===== src/rtl/cache_pkg.sv =====
// Shared types and constants for the cache burst controller.
//   cc_state_t             : controller FSM states
//   REQ_READ / REQ_WRITE   : encodings of req_type
//   DEFAULT_WORDS_PER_LINE : default number of beats per cache line
package cache_pkg;

  typedef enum logic [2:0] {
    IDLE,
    COMPARE,
    WB_CMD,
    WB_DATA,
    RF_CMD,
    RF_DATA,
    REFILL_DONE
  } cc_state_t;

  localparam logic REQ_READ  = 1'b0;
  localparam logic REQ_WRITE = 1'b1;

  localparam int unsigned DEFAULT_WORDS_PER_LINE = 4;

endpackage


===== src/rtl/cache_burst_controller_if.sv =====
// Bus bundle between the cache burst controller and its environment.
// Signals:
//   CPU side    : req_valid, req_ready, req_type, hit, dirty_bit
//   Memory side : mem_cmd_valid/ready/write, mem_wvalid/wready, mem_rvalid/rready
//   Data array  : beat_idx, read_en_cache, write_en_cache, refill, done_cache
//   Perf        : hit_count, miss_count
// Modports:
//   master : the controller (drives control/status outputs)
//   slave  : the CPU, tag array and memory model around it
interface cache_burst_controller_if import cache_pkg::*; #(
  parameter int unsigned WORDS_PER_LINE = DEFAULT_WORDS_PER_LINE,
  parameter int unsigned CNT_W          = 32
);
  localparam int unsigned BEAT_W = $clog2(WORDS_PER_LINE);

  logic              req_valid;
  logic              req_ready;
  logic              req_type;
  logic              hit;
  logic              dirty_bit;
  logic              mem_cmd_valid;
  logic              mem_cmd_ready;
  logic              mem_cmd_write;
  logic              mem_wvalid;
  logic              mem_wready;
  logic              mem_rvalid;
  logic              mem_rready;
  logic [BEAT_W-1:0] beat_idx;
  logic              read_en_cache;
  logic              write_en_cache;
  logic              refill;
  logic              done_cache;
  logic [CNT_W-1:0]  hit_count;
  logic [CNT_W-1:0]  miss_count;

  modport master (
    input  req_valid, req_type, hit, dirty_bit, mem_cmd_ready, mem_wready, mem_rvalid,
    output req_ready, mem_cmd_valid, mem_cmd_write, mem_wvalid, mem_rready, beat_idx,
           read_en_cache, write_en_cache, refill, done_cache, hit_count, miss_count
  );

  modport slave (
    output req_valid, req_type, hit, dirty_bit, mem_cmd_ready, mem_wready, mem_rvalid,
    input  req_ready, mem_cmd_valid, mem_cmd_write, mem_wvalid, mem_rready, beat_idx,
           read_en_cache, write_en_cache, refill, done_cache, hit_count, miss_count
  );

endinterface


===== src/rtl/cache_beat_counter.sv =====
// Beat counter for line bursts. Counts modulo WORDS_PER_LINE (a power of two).
// Ports:
//   clk, rst : clock, asynchronous active-high reset
//   i_clear  : synchronous clear to 0 (wins over i_incr)
//   i_incr   : advance by one beat
//   o_count  : current beat index
//   o_last   : current beat is WORDS_PER_LINE-1
module cache_beat_counter #(
  parameter int unsigned WORDS_PER_LINE = 4
) (
  input  logic                              clk,
  input  logic                              rst,
  input  logic                              i_clear,
  input  logic                              i_incr,
  output logic [$clog2(WORDS_PER_LINE)-1:0] o_count,
  output logic                              o_last
);
  localparam int unsigned BEAT_W = $clog2(WORDS_PER_LINE);
  localparam logic [BEAT_W-1:0] LastBeat = BEAT_W'(WORDS_PER_LINE - 1);

  logic [BEAT_W-1:0] r_count;

  // Power-of-two line length, so natural overflow gives the modulo wrap.
  always_ff @(posedge clk or posedge rst) begin
    if (rst) begin
      r_count <= '0;
    end else if (i_clear) begin
      r_count <= '0;
    end else if (i_incr) begin
      r_count <= r_count + 1'b1;
    end
  end

  assign o_count = r_count;
  assign o_last  = (r_count == LastBeat);

endmodule


===== src/rtl/cache_burst_controller.sv =====
// Cache miss/burst controller: on each accepted CPU request it checks the tag
// result, completes hits in place, and on a miss optionally writes back the dirty
// victim line then refills the line from memory, one beat per handshake.
// Ports:
//   clk, rst : clock, asynchronous active-high reset
//   bus      : cache_burst_controller_if.master (CPU, memory and data-array signals)
// Build option: define CACHE_PERF_CNT_EN to enable saturating hit/miss counters;
// otherwise hit_count/miss_count are constant 0.
module cache_burst_controller import cache_pkg::*; #(
  parameter int unsigned WORDS_PER_LINE = DEFAULT_WORDS_PER_LINE,
  parameter int unsigned CNT_W          = 32
) (
  input  logic                      clk,
  input  logic                      rst,
  cache_burst_controller_if.master  bus
);
  localparam int unsigned BEAT_W = $clog2(WORDS_PER_LINE);

  cc_state_t         r_state;
  cc_state_t         w_state_next;
  logic              r_req_type_q;
  logic              w_accept;
  logic              w_cnt_clear;
  logic              w_cnt_incr;
  logic              w_cnt_last;
  logic [BEAT_W-1:0] w_cnt;

  assign w_accept = bus.req_valid && (r_state == IDLE);

  always_ff @(posedge clk or posedge rst) begin
    if (rst) begin
      r_state <= IDLE;
    end else begin
      r_state <= w_state_next;
    end
  end

  always_ff @(posedge clk or posedge rst) begin
    if (rst) begin
      r_req_type_q <= REQ_READ;
    end else if (w_accept) begin
      r_req_type_q <= bus.req_type;
    end
  end

  cache_beat_counter #(
    .WORDS_PER_LINE(WORDS_PER_LINE)
  ) u_beat_counter (
    .clk    (clk),
    .rst    (rst),
    .i_clear(w_cnt_clear),
    .i_incr (w_cnt_incr),
    .o_count(w_cnt),
    .o_last (w_cnt_last)
  );

  always_comb begin
    w_state_next       = r_state;
    w_cnt_clear        = 1'b0;
    w_cnt_incr         = 1'b0;
    bus.req_ready      = 1'b0;
    bus.mem_cmd_valid  = 1'b0;
    bus.mem_cmd_write  = 1'b0;
    bus.mem_wvalid     = 1'b0;
    bus.mem_rready     = 1'b0;
    bus.beat_idx       = '0;
    bus.read_en_cache  = 1'b0;
    bus.write_en_cache = 1'b0;
    bus.refill         = 1'b0;
    bus.done_cache     = 1'b0;

    unique case (r_state)
      IDLE: begin
        bus.req_ready = 1'b1;
        if (bus.req_valid) w_state_next = COMPARE;
      end
      COMPARE: begin
        if (bus.hit) begin
          bus.done_cache     = 1'b1;
          bus.write_en_cache = r_req_type_q;
          bus.read_en_cache  = ~r_req_type_q;
          w_state_next       = IDLE;
        end else begin
          w_state_next = bus.dirty_bit ? WB_CMD : RF_CMD;
        end
      end
      WB_CMD: begin
        bus.mem_cmd_valid = 1'b1;
        bus.mem_cmd_write = 1'b1;
        if (bus.mem_cmd_ready) begin
          w_cnt_clear  = 1'b1;
          w_state_next = WB_DATA;
        end
      end
      WB_DATA: begin
        bus.mem_wvalid    = 1'b1;
        bus.read_en_cache = 1'b1;
        bus.beat_idx      = w_cnt;
        if (bus.mem_wready) begin
          w_cnt_incr = 1'b1;
          if (w_cnt_last) w_state_next = RF_CMD;
        end
      end
      RF_CMD: begin
        bus.mem_cmd_valid = 1'b1;
        if (bus.mem_cmd_ready) begin
          w_cnt_clear  = 1'b1;
          w_state_next = RF_DATA;
        end
      end
      RF_DATA: begin
        bus.mem_rready = 1'b1;
        bus.beat_idx   = w_cnt;
        if (bus.mem_rvalid) begin
          bus.write_en_cache = 1'b1;
          w_cnt_incr         = 1'b1;
          if (w_cnt_last) w_state_next = REFILL_DONE;
        end
      end
      REFILL_DONE: begin
        // Line is now resident: finish the original access against it.
        bus.refill         = 1'b1;
        bus.done_cache     = 1'b1;
        bus.write_en_cache = r_req_type_q;
        bus.read_en_cache  = ~r_req_type_q;
        w_state_next       = IDLE;
      end
      default: w_state_next = IDLE;
    endcase
  end

`ifdef CACHE_PERF_CNT_EN
  logic             w_hit_evt;
  logic             w_miss_evt;
  logic [CNT_W-1:0] r_hit_count;
  logic [CNT_W-1:0] r_miss_count;

  assign w_hit_evt  = (r_state == COMPARE) && bus.hit;
  assign w_miss_evt = (r_state == COMPARE) && !bus.hit;

  always_ff @(posedge clk or posedge rst) begin
    if (rst) begin
      r_hit_count  <= '0;
      r_miss_count <= '0;
    end else begin
      if (w_hit_evt && (r_hit_count != '1))   r_hit_count  <= r_hit_count + 1'b1;
      if (w_miss_evt && (r_miss_count != '1)) r_miss_count <= r_miss_count + 1'b1;
    end
  end

  assign bus.hit_count  = r_hit_count;
  assign bus.miss_count = r_miss_count;
`else
  assign bus.hit_count  = '0;
  assign bus.miss_count = '0;
`endif

endmodule


===== src/flat_wrapper.sv =====
// flat-port wrapper written by rule: the top's interface ports become plain ports
module cache_burst_controller_flat import cache_pkg::*;
#(
  parameter int unsigned WORDS_PER_LINE = DEFAULT_WORDS_PER_LINE,
  parameter int unsigned CNT_W          = 32
)
  (clk, rst, bus_req_valid, bus_req_type, bus_hit, bus_dirty_bit, bus_mem_cmd_ready, bus_mem_wready, bus_mem_rvalid, bus_req_ready, bus_mem_cmd_valid, bus_mem_cmd_write, bus_mem_wvalid, bus_mem_rready, bus_beat_idx, bus_read_en_cache, bus_write_en_cache, bus_refill, bus_done_cache, bus_hit_count, bus_miss_count);
  cache_burst_controller_if #(.WORDS_PER_LINE(WORDS_PER_LINE), .CNT_W(CNT_W)) bus_i ();
  input  logic clk;
  input  logic rst;
  input wire logic [$bits(bus_i.req_valid)-1:0] bus_req_valid;
  input wire logic [$bits(bus_i.req_type)-1:0] bus_req_type;
  input wire logic [$bits(bus_i.hit)-1:0] bus_hit;
  input wire logic [$bits(bus_i.dirty_bit)-1:0] bus_dirty_bit;
  input wire logic [$bits(bus_i.mem_cmd_ready)-1:0] bus_mem_cmd_ready;
  input wire logic [$bits(bus_i.mem_wready)-1:0] bus_mem_wready;
  input wire logic [$bits(bus_i.mem_rvalid)-1:0] bus_mem_rvalid;
  output wire logic [$bits(bus_i.req_ready)-1:0] bus_req_ready;
  output wire logic [$bits(bus_i.mem_cmd_valid)-1:0] bus_mem_cmd_valid;
  output wire logic [$bits(bus_i.mem_cmd_write)-1:0] bus_mem_cmd_write;
  output wire logic [$bits(bus_i.mem_wvalid)-1:0] bus_mem_wvalid;
  output wire logic [$bits(bus_i.mem_rready)-1:0] bus_mem_rready;
  output wire logic [$bits(bus_i.beat_idx)-1:0] bus_beat_idx;
  output wire logic [$bits(bus_i.read_en_cache)-1:0] bus_read_en_cache;
  output wire logic [$bits(bus_i.write_en_cache)-1:0] bus_write_en_cache;
  output wire logic [$bits(bus_i.refill)-1:0] bus_refill;
  output wire logic [$bits(bus_i.done_cache)-1:0] bus_done_cache;
  output wire logic [$bits(bus_i.hit_count)-1:0] bus_hit_count;
  output wire logic [$bits(bus_i.miss_count)-1:0] bus_miss_count;
  assign bus_i.req_valid = bus_req_valid;
  assign bus_i.req_type = bus_req_type;
  assign bus_i.hit = bus_hit;
  assign bus_i.dirty_bit = bus_dirty_bit;
  assign bus_i.mem_cmd_ready = bus_mem_cmd_ready;
  assign bus_i.mem_wready = bus_mem_wready;
  assign bus_i.mem_rvalid = bus_mem_rvalid;
  assign bus_req_ready = bus_i.req_ready;
  assign bus_mem_cmd_valid = bus_i.mem_cmd_valid;
  assign bus_mem_cmd_write = bus_i.mem_cmd_write;
  assign bus_mem_wvalid = bus_i.mem_wvalid;
  assign bus_mem_rready = bus_i.mem_rready;
  assign bus_beat_idx = bus_i.beat_idx;
  assign bus_read_en_cache = bus_i.read_en_cache;
  assign bus_write_en_cache = bus_i.write_en_cache;
  assign bus_refill = bus_i.refill;
  assign bus_done_cache = bus_i.done_cache;
  assign bus_hit_count = bus_i.hit_count;
  assign bus_miss_count = bus_i.miss_count;
  cache_burst_controller #(.WORDS_PER_LINE(WORDS_PER_LINE), .CNT_W(CNT_W)) u_core (.clk(clk), .rst(rst), .bus(bus_i));
endmodule

===== config.mk =====
export PLATFORM = sky130hd
export DESIGN_NAME = cache_burst_controller_flat
export DESIGN_NICKNAME = d
export VERILOG_FILES = /design/src/rtl/cache_pkg.sv /design/src/rtl/cache_burst_controller_if.sv /design/src/rtl/cache_beat_counter.sv /design/src/rtl/cache_burst_controller.sv /design/src/flat_wrapper.sv
export SDC_FILE = /design/constraint.sdc
export NUM_CORES = 1
export LEC_CHECK = 0
export BUFFER_PORTS_ARGS = -buffer_cell sky130_fd_sc_hd__buf_2
export CORE_MARGIN = 10
export CORE_UTILIZATION = 38
export DETAILED_ROUTE_END_ITERATION = 10
export GPL_TIMING_DRIVEN = 0
export PLACE_DENSITY = 0.8
export SYNTH_ARGS = -nofsm -noshare
export SYNTH_HDL_FRONTEND = slang
export SYNTH_HIERARCHICAL = 1
export SYNTH_SLANG_ARGS = --single-unit

===== constraint.sdc =====
create_clock -name clk -period 1.7 [get_ports clk]
set_clock_uncertainty 0.05 [all_clocks]
set_input_delay 0 -clock clk [delete_from_list [all_inputs] [get_ports clk]]
set_output_delay 0 -clock clk [all_outputs]
set_load 0.02 [all_outputs]

==> results.ini, run 1 <==
[run_status]
status = finished clean

[placement]
dp_hpwl_mm = 2.182
gp_congestion = 0.8654
portBuffers = 19
pre_cts_ws_ps = 176.7
dp.cells = 231
place_area_sq_um = 1346

[clocking]
cts_made_buffers = 3
cts_tree = yes
cts-root-buf = clkbuf_4
clk_pin_slew_worst_paths_ps = 40
cts_setup_buffers = 0
htreeDepth = 1
cts_buffer_depth = 2
cts_sinks = 6
worst_skew_pair.late_latency_ps = 250

[timing]
rsz0062_at_grt = false
hold_viol = 0
post-route-min-period_ps = 1544
timing.setup.tns_ps = 0
fin_crit_sh_pct = 90.83
max_freq_mhz = 647.6
finalSetupViolations = 0
setup_slack_ps = 155.9
drv_slew = 0

[power_and_ir_drop]
p_total_uw = 1490
cellLeakagePower_uw = 0.0009054
ir_drop_v = 0.0006495
power_density_nw_per_um2 = 1073

[drt]
vias_per_cell = 3.415
drtPass1Iterations = 4
drc_errors = 0
vias = 806
totalWireLength_mm = 2.390
postRouteAntennaNets = 0
drt_iter0_drc = 10
drt-wirelength-per-cell_um = 10.13

[setup_path]
cp.arrival_ps = 1630
cpMaxStageDelayCell = dfrtp_1
critPathKind = reg2reg
start_kind = flip-flop
worstSetupEndpointType = flip-flop
crit_chain = buf_6 > nand2b_1 > nor2_2 > a22o_1 > mux2i_1 > nor2_1
cpPeakStageDelay_ps = 360
startpoint = u_core/r_state[2]
cp.required_ps = 1780
worstReg2RegStart = u_core/r_state[2]
critPathMaxFanout = 10

[global_route]
grt_use_total_pct = 8.648
overflow = 0
antenna_found_initial = 0
grt_start_max_net_pins = 11
grt_first_pass_wirelength_mm = 3.588
grt_pass1_vias = 756

[logic_synthesis]
synth_edf_count = 0
syn_area_sq_um = 974.7
ys_seq_area_share_pct = 15.40
ys_top_cells_by_area = buf_4 (49%), dfrtp_1 (15%), mux2_2 (2.3%)
syn_inst = 119
yosysWarnings = 6
yosys.area.top_type_share_pct = 49.29
ys_ff_latch = 6
async_flop_share_pct = 100.0
netlist_top_cells_count = buf_4 (64), dfrtp_1 (6), inv_1 (5), nor2_1 (5)
synth.largest_area_cell = buf_4
yosysMostFrequentCell = buf_4
synth_ff_type = dfrtp_1
ys_types = 34
avgSynthCellArea_sq_um = 8.191

[final_layout]
fin_nets = 218
fin_area_sq_um = 1389
drive_gt1_share_pct = 47.57
instances_no_fill = 236
n_antenna_cell = 0
area_delta_synth_final_pct = 42.49

[floorplan]
start_util_pct = 39.70
die_x_um = 70.65
die_area_sq_um = 4991
rows = 18
die_h_um = 70.65
pin_count = 84
fp.coreArea_sq_um = 2455

[job]
max_cap_viol_count = 0

[min_path]
hp-start = bus_mem_cmd_ready
holdCritPathClass = in2reg

-- cell families after synthesis --
| logic type | count (synthesis) | synth area share, % |
|---|---|---|
| buffers and inverters | 72 | 53.40 |
| and+or+nand+nor | 21 | 12.97 |
| other | 1 | 0.3847 |
| muxes | 3 | 3.337 |
| xor gates and xnor gates | 2 | 1.798 |
| AOI/OAI and AO/OA | 13 | 11.43 |
| adders and majority gates | 1 | 1.283 |
| DFF | 6 | 15.40 |
-- report_power, final --
group          leakage, uW  total [uW]  switching (uW)  internal (uW)
logic             0.000817        1100             639            465
clock network    0.0000138         133            52.6           79.9
registers        0.0000742         254            43.9            210
total             0.000905        1490             735            755
-- flip-flops by register name, indices dropped and copies added, names as in the netlist --
register	flops
u_core/u_beat_counter/o_count	2
u_core/r_req_type_q	1
u_core/r_state	3
-- layout make-up --
| class | instances | area (sq um) |
|---|---|---|
| clock buffer | 3 | 22.52 |
| inverter | 5 | 18.77 |
| sequential | 6 | 150.1 |
| fill | 248 | 1066 |
| timing repair buffer | 21 | 115.1 |
| buffer | 67 | 501.7 |
| multi-input combinational | 104 | 543.0 |
| tap | 30 | 37.54 |
-- per-stage QoR --
step | hold slack (ps) | util [%]
floorplan | -308.8 | -
global placement | -187.8 | 54.84
detailed placement | -186.0 | 54.84
CTS | 0.2709 | 56.57
global route | 28.54 | 56.57
finish | 5.078 | 56.57
-- worst paths after layout --
kind / slack [ps] / cells after the start / end
worst min register to register: 500 / 2 / u_core/u_beat_counter/o_count[1]
max in group asynchronous: 1300 / 3 / u_core/r_state[0]
worst max register to register: 160 / 6 / u_core/u_beat_counter/o_count[1]
worst max-delay path: 160 / 6 / u_core/u_beat_counter/o_count[1]
min in group asynchronous: 100 / 3 / u_core/u_beat_counter/o_count[0]
worst min-delay path: 5 / 3 / u_core/u_beat_counter/o_count[0]
-- what timing repair did --
| item | CTS | global route |
|---|---|---|
| hold buffers | 2 | 0 |
| hold endpoints to repair | 7 | 0 |
| gates resized for setup | 0 | 0 |
-- critical path: cells and delay by family (launching register included) --
family / cells / cell delay, ps
AO/OA/AOI/OAI: 1 / 220
buffers and inverters: 1 / 140
flip-flops: 1 / 360
multiplexers: 1 / 210
AND/OR/NAND/NOR: 3 / 450
-- per-layer routing --
layer | wire length (um) | up-vias | share of wire (%) | global-route usage (%)
met3 | 339 | 0 | 14 | 6.695
met1 | 856 | 327 | 36 | 8.051
met4 | 0 | 0 | 0 | 1.290
met2 | 1193 | 43 | 50 | 15.07
li1 | - | 436 | - | -
met5 | 0 | - | 0 | 0
-- placed cells by master (no fill, tap or decap), drive strengths merged --
master and instances:
buf 86, conb 64, dfrtp 6, inv 5, nor2 5, clkbuf 3, nand2 3, and3 3
dlygate4sd3 2, xnor2 2, mux2 2, nor2b 2, a22o 2, o21ai 2, and2 2, or4 1
nand2b 1, or2b 1, o221ai 1, o211ai 1, a2bb2oi 1, nor3 1, o32a 1, o31ai 1
and2b 1, o2bb2ai 1, nor3b 1, a21o 1, o22ai 1, o32ai 1, mux2i 1, ha 1
(Power assumes the default switching activity.)
==> inputs of run 2 (changes only) <==
--- a/config.mk
+++ b/config.mk
@@ -5,12 +5,13 @@
 export SDC_FILE = /design/constraint.sdc
 export NUM_CORES = 1
 export LEC_CHECK = 0
-export BUFFER_PORTS_ARGS = -buffer_cell sky130_fd_sc_hd__buf_2
 export CORE_MARGIN = 10
-export CORE_UTILIZATION = 38
+export CORE_UTILIZATION = 62
 export DETAILED_ROUTE_END_ITERATION = 10
+export DONT_BUFFER_PORTS = 1
 export GPL_TIMING_DRIVEN = 0
-export PLACE_DENSITY = 0.8
+export HOLD_SLACK_MARGIN = 0.03
+export PLACE_DENSITY = 0.78
 export SYNTH_ARGS = -nofsm -noshare
 export SYNTH_HDL_FRONTEND = slang
 export SYNTH_HIERARCHICAL = 1
==> results.ini, run 2 (synthesized netlist as in run 1, its figures left out) <==
[floorplan]
die_x_um = 59.65  ; -16%
fp.coreArea_sq_um = 1489  ; -39%
pin_count = 84  ; unchanged
rows = 14  ; -4
die_h_um = 59.65  ; -16%
start_util_pct = 65.46  ; +26 points
die_area_sq_um = 3558  ; -29%

[placement]
gp_congestion = 0.8157  ; -5.7%
place_area_sq_um = 1234  ; -8.4%
portBuffers = 0  ; -19
dp.cells = 198  ; -14%
dp_hpwl_mm = 2.314  ; +6.0%

[drt]
wl_met2_mm = 1.729  ; +45%
postRouteAntennaNets = 0  ; unchanged
drtPass1Iterations = 4  ; unchanged
dr_wl_met3_um = 414  ; +22%
top_layer = met4
drt-wirelength-per-cell_um = 13.99  ; +38%
wl_met1_um = 792  ; -7.5%
totalWireLength_mm = 2.951  ; +23%
vias = 843  ; +4.6%
drc_errors = 0  ; unchanged
vias_per_cell = 3.995  ; +17%
drt_iter0_drc = 13  ; +3

[setup_path]
critPathKind = reg2reg
crit_chain = clkbuf_4 > nor3_2 > nand2_1 > mux2_2
start_kind = flip-flop
cp.arrival_ps = 1690  ; +60 ps
cpMaxStageDelayCell = nor3_2
startpoint = u_core/r_state[0]
cp.required_ps = 1770  ; about the same
worstSetupEndpointType = flip-flop
worstReg2RegStart = u_core/r_state[0]
cpPeakStageDelay_ps = 450  ; +90 ps
critPathMaxFanout = 10  ; unchanged

[global_route]
antenna_found_initial = 0  ; unchanged
grt_start_max_net_pins = 11  ; unchanged
grt_use_total_pct = 14.50  ; +5.9 points
grt_first_pass_wirelength_mm = 3.995  ; +11%
overflow = 0  ; unchanged
grt_pass1_vias = 872  ; +15%

[final_layout]
drive_gt1_share_pct = 42.05  ; -5.5 points
n_antenna_cell = 0  ; unchanged
top_register = u_core/r_state
largest_register_ffs = 3  ; unchanged
area_delta_synth_final_pct = 41.59
fin_util_pct = 92.69  ; +36 points
fin_nets = 207  ; -5.0%
fin_area_sq_um = 1380  ; -0.63%
layout_common_cells = buf_4 (64), conb_1 (64), dlygate4sd3_1 (10)
instances_no_fill = 211  ; -11%

[timing]
max_freq_mhz = 616.2  ; -4.8%
finalSetupViolations = 0  ; unchanged
fin_crit_sh_pct = 95.46  ; +4.6 points
hold_viol = 0  ; unchanged
worst_slew_pin_slew_ps = 711.4
drv_slew = 0  ; unchanged
timing.setup.tns_ps = 0  ; unchanged
rsz0062_at_grt = true
relSlewSlack_pct = 52.47
post-route-min-period_ps = 1623  ; +78.61 ps

[clocking]
worst_skew_pair.late_latency_ps = 240  ; about the same
htreeDepth = 1  ; unchanged
cts-root-buf = clkbuf_4
clk_pin_slew_worst_paths_ps = 40  ; about the same
cts_made_buffers = 3  ; unchanged
cts_sinks = 6  ; unchanged
cts_setup_buffers = 0  ; unchanged
cts_tree = yes
cts_buffer_depth = 2  ; unchanged

[min_path]
holdCritPathClass = in2async

[job]
max_cap_viol_count = 0  ; unchanged

[power_and_ir_drop]
cellLeakagePower_uw = 0.0008576  ; -5.3%
ir_drop_v = 0.0008382  ; +29%
power_density_nw_per_um2 = 1095  ; +2.0%

[run_status]
status = finished clean

==> run 2: stage by stage <==
stage                     hold WS [ps]  worst slack (ps)  total power (uW)
after detailed placement        -301.0            -11.71              1266
after global routing             64.40            -23.59              1610
final                            48.29             77.25              1511
after floorplan                 -308.8             123.6              1143
after global placement          -304.9             17.10              1238
after CTS                        45.96             50.67              1439
==> run 2: area by class of cell <==
class | count | area (sq um)
timing repair buffer | 10 | 100.1
inverter | 5 | 18.77
buffer | 67 | 504.2
tap | 16 | 20.02
clock buffer | 3 | 22.52
sequential | 6 | 150.1
fill | 55 | 108.9
multi-input combinational | 104 | 564.3
==> run 2: worst max-delay path: cells and delay by family (launching register included) <==
kind          cells  cell delay (ps)
mux               1              280
buf+inv           1              210
flops             1              410
simple gates      2              560
==> run 2: worst paths after layout <==
check / to / slack (ps) / cells past startpoint
worst max-delay path: u_core/r_req_type_q / 80 / 4
worst min-delay path: u_core/r_state[0] / 50 / 2
worst max register to register: u_core/r_req_type_q / 80 / 4
worst min register to register: u_core/r_req_type_q / 520 / 1
max in group asynchronous: u_core/u_beat_counter/o_count[0] / 920 / 3
min in group clk: u_core/r_state[0] / 90 / 3
==> run 2: what timing repair did <==
action | CTS | global route
pin swaps | 0 | 2
endpoints found under the hold margin | 12 | 1
hold buffers | 9 | 1
resized for setup | 2 | 4
setup endpoints to repair | 3 | 3
==> run 2: routing by layer <==
metal | global-route usage (%) | up-vias
met2 | 29.71 | 50
met3 | 9.534 | 2
met4 | 4.808 | 0
li1 | - | 412
met1 | 9.576 | 379
met5 | 0 | -
==> run 2: where the power goes <==
group	total [uW]	switching [uW]	internal [uW]
combinational	1130	687	440
clock	125	45.8	79.5
sequential	258	48.0	210
==> inputs of run 3 (changes only) <==
--- a/config.mk
+++ b/config.mk
@@ -6,12 +6,12 @@
 export NUM_CORES = 1
 export LEC_CHECK = 0
 export CORE_MARGIN = 10
-export CORE_UTILIZATION = 62
+export CORE_UTILIZATION = 35
 export DETAILED_ROUTE_END_ITERATION = 10
 export DONT_BUFFER_PORTS = 1
 export GPL_TIMING_DRIVEN = 0
 export HOLD_SLACK_MARGIN = 0.03
-export PLACE_DENSITY = 0.78
+export PLACE_DENSITY = 0.49
 export SYNTH_ARGS = -nofsm -noshare
 export SYNTH_HDL_FRONTEND = slang
 export SYNTH_HIERARCHICAL = 1
==> results.ini, run 3 (synthesized netlist as in run 1, its figures left out) <==
[timing]
max_freq_mhz = 622.8  ; +1.1%
setup_slack_ps = 94.48  ; +17.23 ps
fin_crit_sh_pct = 94.44  ; -1.0 points
finalSetupViolations = 0  ; unchanged
timing.setup.tns_ps = 0  ; unchanged
relSlewSlack_pct = 52.56  ; +0.087 points
hold_viol = 0  ; unchanged
worst_slew_pin_slew_ps = 710.1  ; -1.299 ps
worst_hold_slack_ps = 36.00  ; -12.29 ps
drv_slew = 0  ; unchanged
post-route-min-period_ps = 1606  ; -17.23 ps
rsz0062_at_grt = true

[final_layout]
register_area_sq_um = 150.1  ; unchanged
layout_common_cells = buf_4 (65), conb_1 (64), dlygate4sd3_1 (9)
n_antenna_cell = 0  ; unchanged
fin_nets = 206  ; -0.48%
final_common_cell = buf_4
drive_gt1_share_pct = 42.27  ; +0.22 points
top_register = u_core/r_state
largest_register_ffs = 3  ; unchanged
area_delta_synth_final_pct = 42.49
multi_input_area_sq_um = 564.3  ; unchanged
fillCellCount = 269  ; +390%

[global_route]
grt_use_total_pct = 8.249  ; -6.2 points
overflow = 0  ; unchanged
antenna_found_initial = 0  ; unchanged
grt_start_max_net_pins = 11  ; unchanged
grt_first_pass_wirelength_mm = 3.539  ; -11%
grt_pass1_vias = 685  ; -21%

[drt]
postRouteAntennaNets = 0  ; unchanged
drc_errors = 0  ; unchanged
vias_per_cell = 3.364  ; -16%
totalWireLength_mm = 2.429  ; -18%
vias = 757  ; -10%
drt-wirelength-per-cell_um = 10.80  ; -23%
drt_iter0_drc = 16  ; +3
drtPass1Iterations = 2  ; -2

[floorplan]
die_h_um = 72.77  ; +22%
pin_count = 84  ; unchanged
die_area_sq_um = 5295  ; +49%
start_util_pct = 35.96  ; -29 points
fp.coreArea_sq_um = 2710  ; +82%
die_x_um = 72.77  ; +22%
rows = 19  ; +5

[min_path]
whs_path_depth = 3
hp-start = bus_hit
holdCritPathClass = in2reg
hold_end = u_core/r_state[1]

[setup_path]
cpMaxStageDelayCell = o2bb2ai_2
ff2ff_path_depth = 6  ; +2
crit_chain = buf_2 > nand2_1 > o2bb2ai_2 > a22o_1
reg2reg_to = u_core/u_beat_counter/o_count[1]
start_kind = flip-flop
cp_num_buf_inv = 1  ; unchanged
cpPeakStageDelay_ps = 340  ; -110 ps
critPathMaxFanout = 9  ; -1
worstSetupEndpointType = output pin
cp.required_ps = 1650  ; -120 ps
cp.arrival_ps = 1560  ; -130 ps
critPathTopFamily = compound AO/OA/AOI/OAI gates
r2r_setup_slack_ps = 100  ; +20 ps
worstReg2RegStart = u_core/r_state[1]
critPathKind = reg2out
crit_cells = 4  ; unchanged

[power_and_ir_drop]
p_total_uw = 1466  ; -3.0%
power_density_nw_per_um2 = 1056  ; -3.6%
cellLeakagePower_uw = 0.0008535  ; -0.47%
ir_drop_v = 0.0008876  ; +5.9%

[placement]
pre_cts_ws_ps = -74.65  ; -62.94 ps
portBuffers = 0  ; unchanged
gp_congestion = 0.7862  ; -3.6%
dp_hpwl_mm = 2.209  ; -4.6%

[run_status]
status = finished clean

[clocking]
cts-root-buf = clkbuf_4
cts_tree = yes
cts_made_buffers = 3  ; unchanged
worst_skew_pair.late_latency_ps = 230  ; about the same
htreeDepth = 1  ; unchanged
cts_sinks = 6  ; unchanged
clk_pin_slew_worst_paths_ps = 40  ; about the same
cts_buffer_depth = 2  ; unchanged

[job]
max_cap_viol_count = 0  ; unchanged

[run 3: worst max path at each step]
stage,from,endpoint
final,u_core/r_state[1],bus_write_en_cache
after detailed placement,u_core/r_state[2],u_core/u_beat_counter/o_count[1]
after floorplan,u_core/r_state[2],u_core/u_beat_counter/o_count[1]
after global placement,u_core/r_state[0],u_core/u_beat_counter/o_count[1]
after global routing,u_core/r_state[1],bus_write_en_cache
after CTS,u_core/r_state[0],u_core/u_beat_counter/o_count[1]
[run 3: cell type report]
cell class              count  share of cell area [%]
repair buffers              9                   6.486
plain buffers              67                   36.31
inverters                   5                   1.351
multi-input cells         104                   40.63
clock buffers               3                   1.622
flip-flops and latches      6                   10.81
well taps                  31                   2.793
[run 3: worst min-delay path: stages]
cell and delay [ps]:
nor2b_1 20, o21ai_0 150, o32ai_1 90
[run 3: metrics by stage]
| stage | std cells | utilization (%) | area (sq um) |
|---|---|---|---|
| after floorplan | 182 | - | 1214 |
| after global placement | 213 | 46.21 | 1252 |
| after detailed placement | 213 | 46.21 | 1252 |
| after CTS | 225 | 50.78 | 1376 |
| after global routing | 225 | 51.25 | 1389 |
| final | 225 | 51.25 | 1389 |
[run 3: per-layer routing]
| layer | up-vias | track usage, % | share of wire [%] |
|---|---|---|---|
| li1 | 410 | - | - |
| met1 | 300 | 7.746 | 32 |
| met2 | 45 | 13.87 | 49 |
| met3 | 2 | 5.986 | 18 |
| met4 | 0 | 2.532 | 0.45 |
| met5 | - | 0 | 0 |
[run 3: what timing repair did]
action                     4_1_cts  5_1_grt
hold endpoints to repair        12        0
gates resized for setup          2        5
setup endpoints to repair        4        3
pin swaps                        0        2
hold buffers                     9        0
buffers inserted                 0        0
[run 3: where the power goes]
group          internal [uW]  switching [uW]
sequential               211            47.8
combinational            438             649
clock                   79.1            40.9
total                    728             738
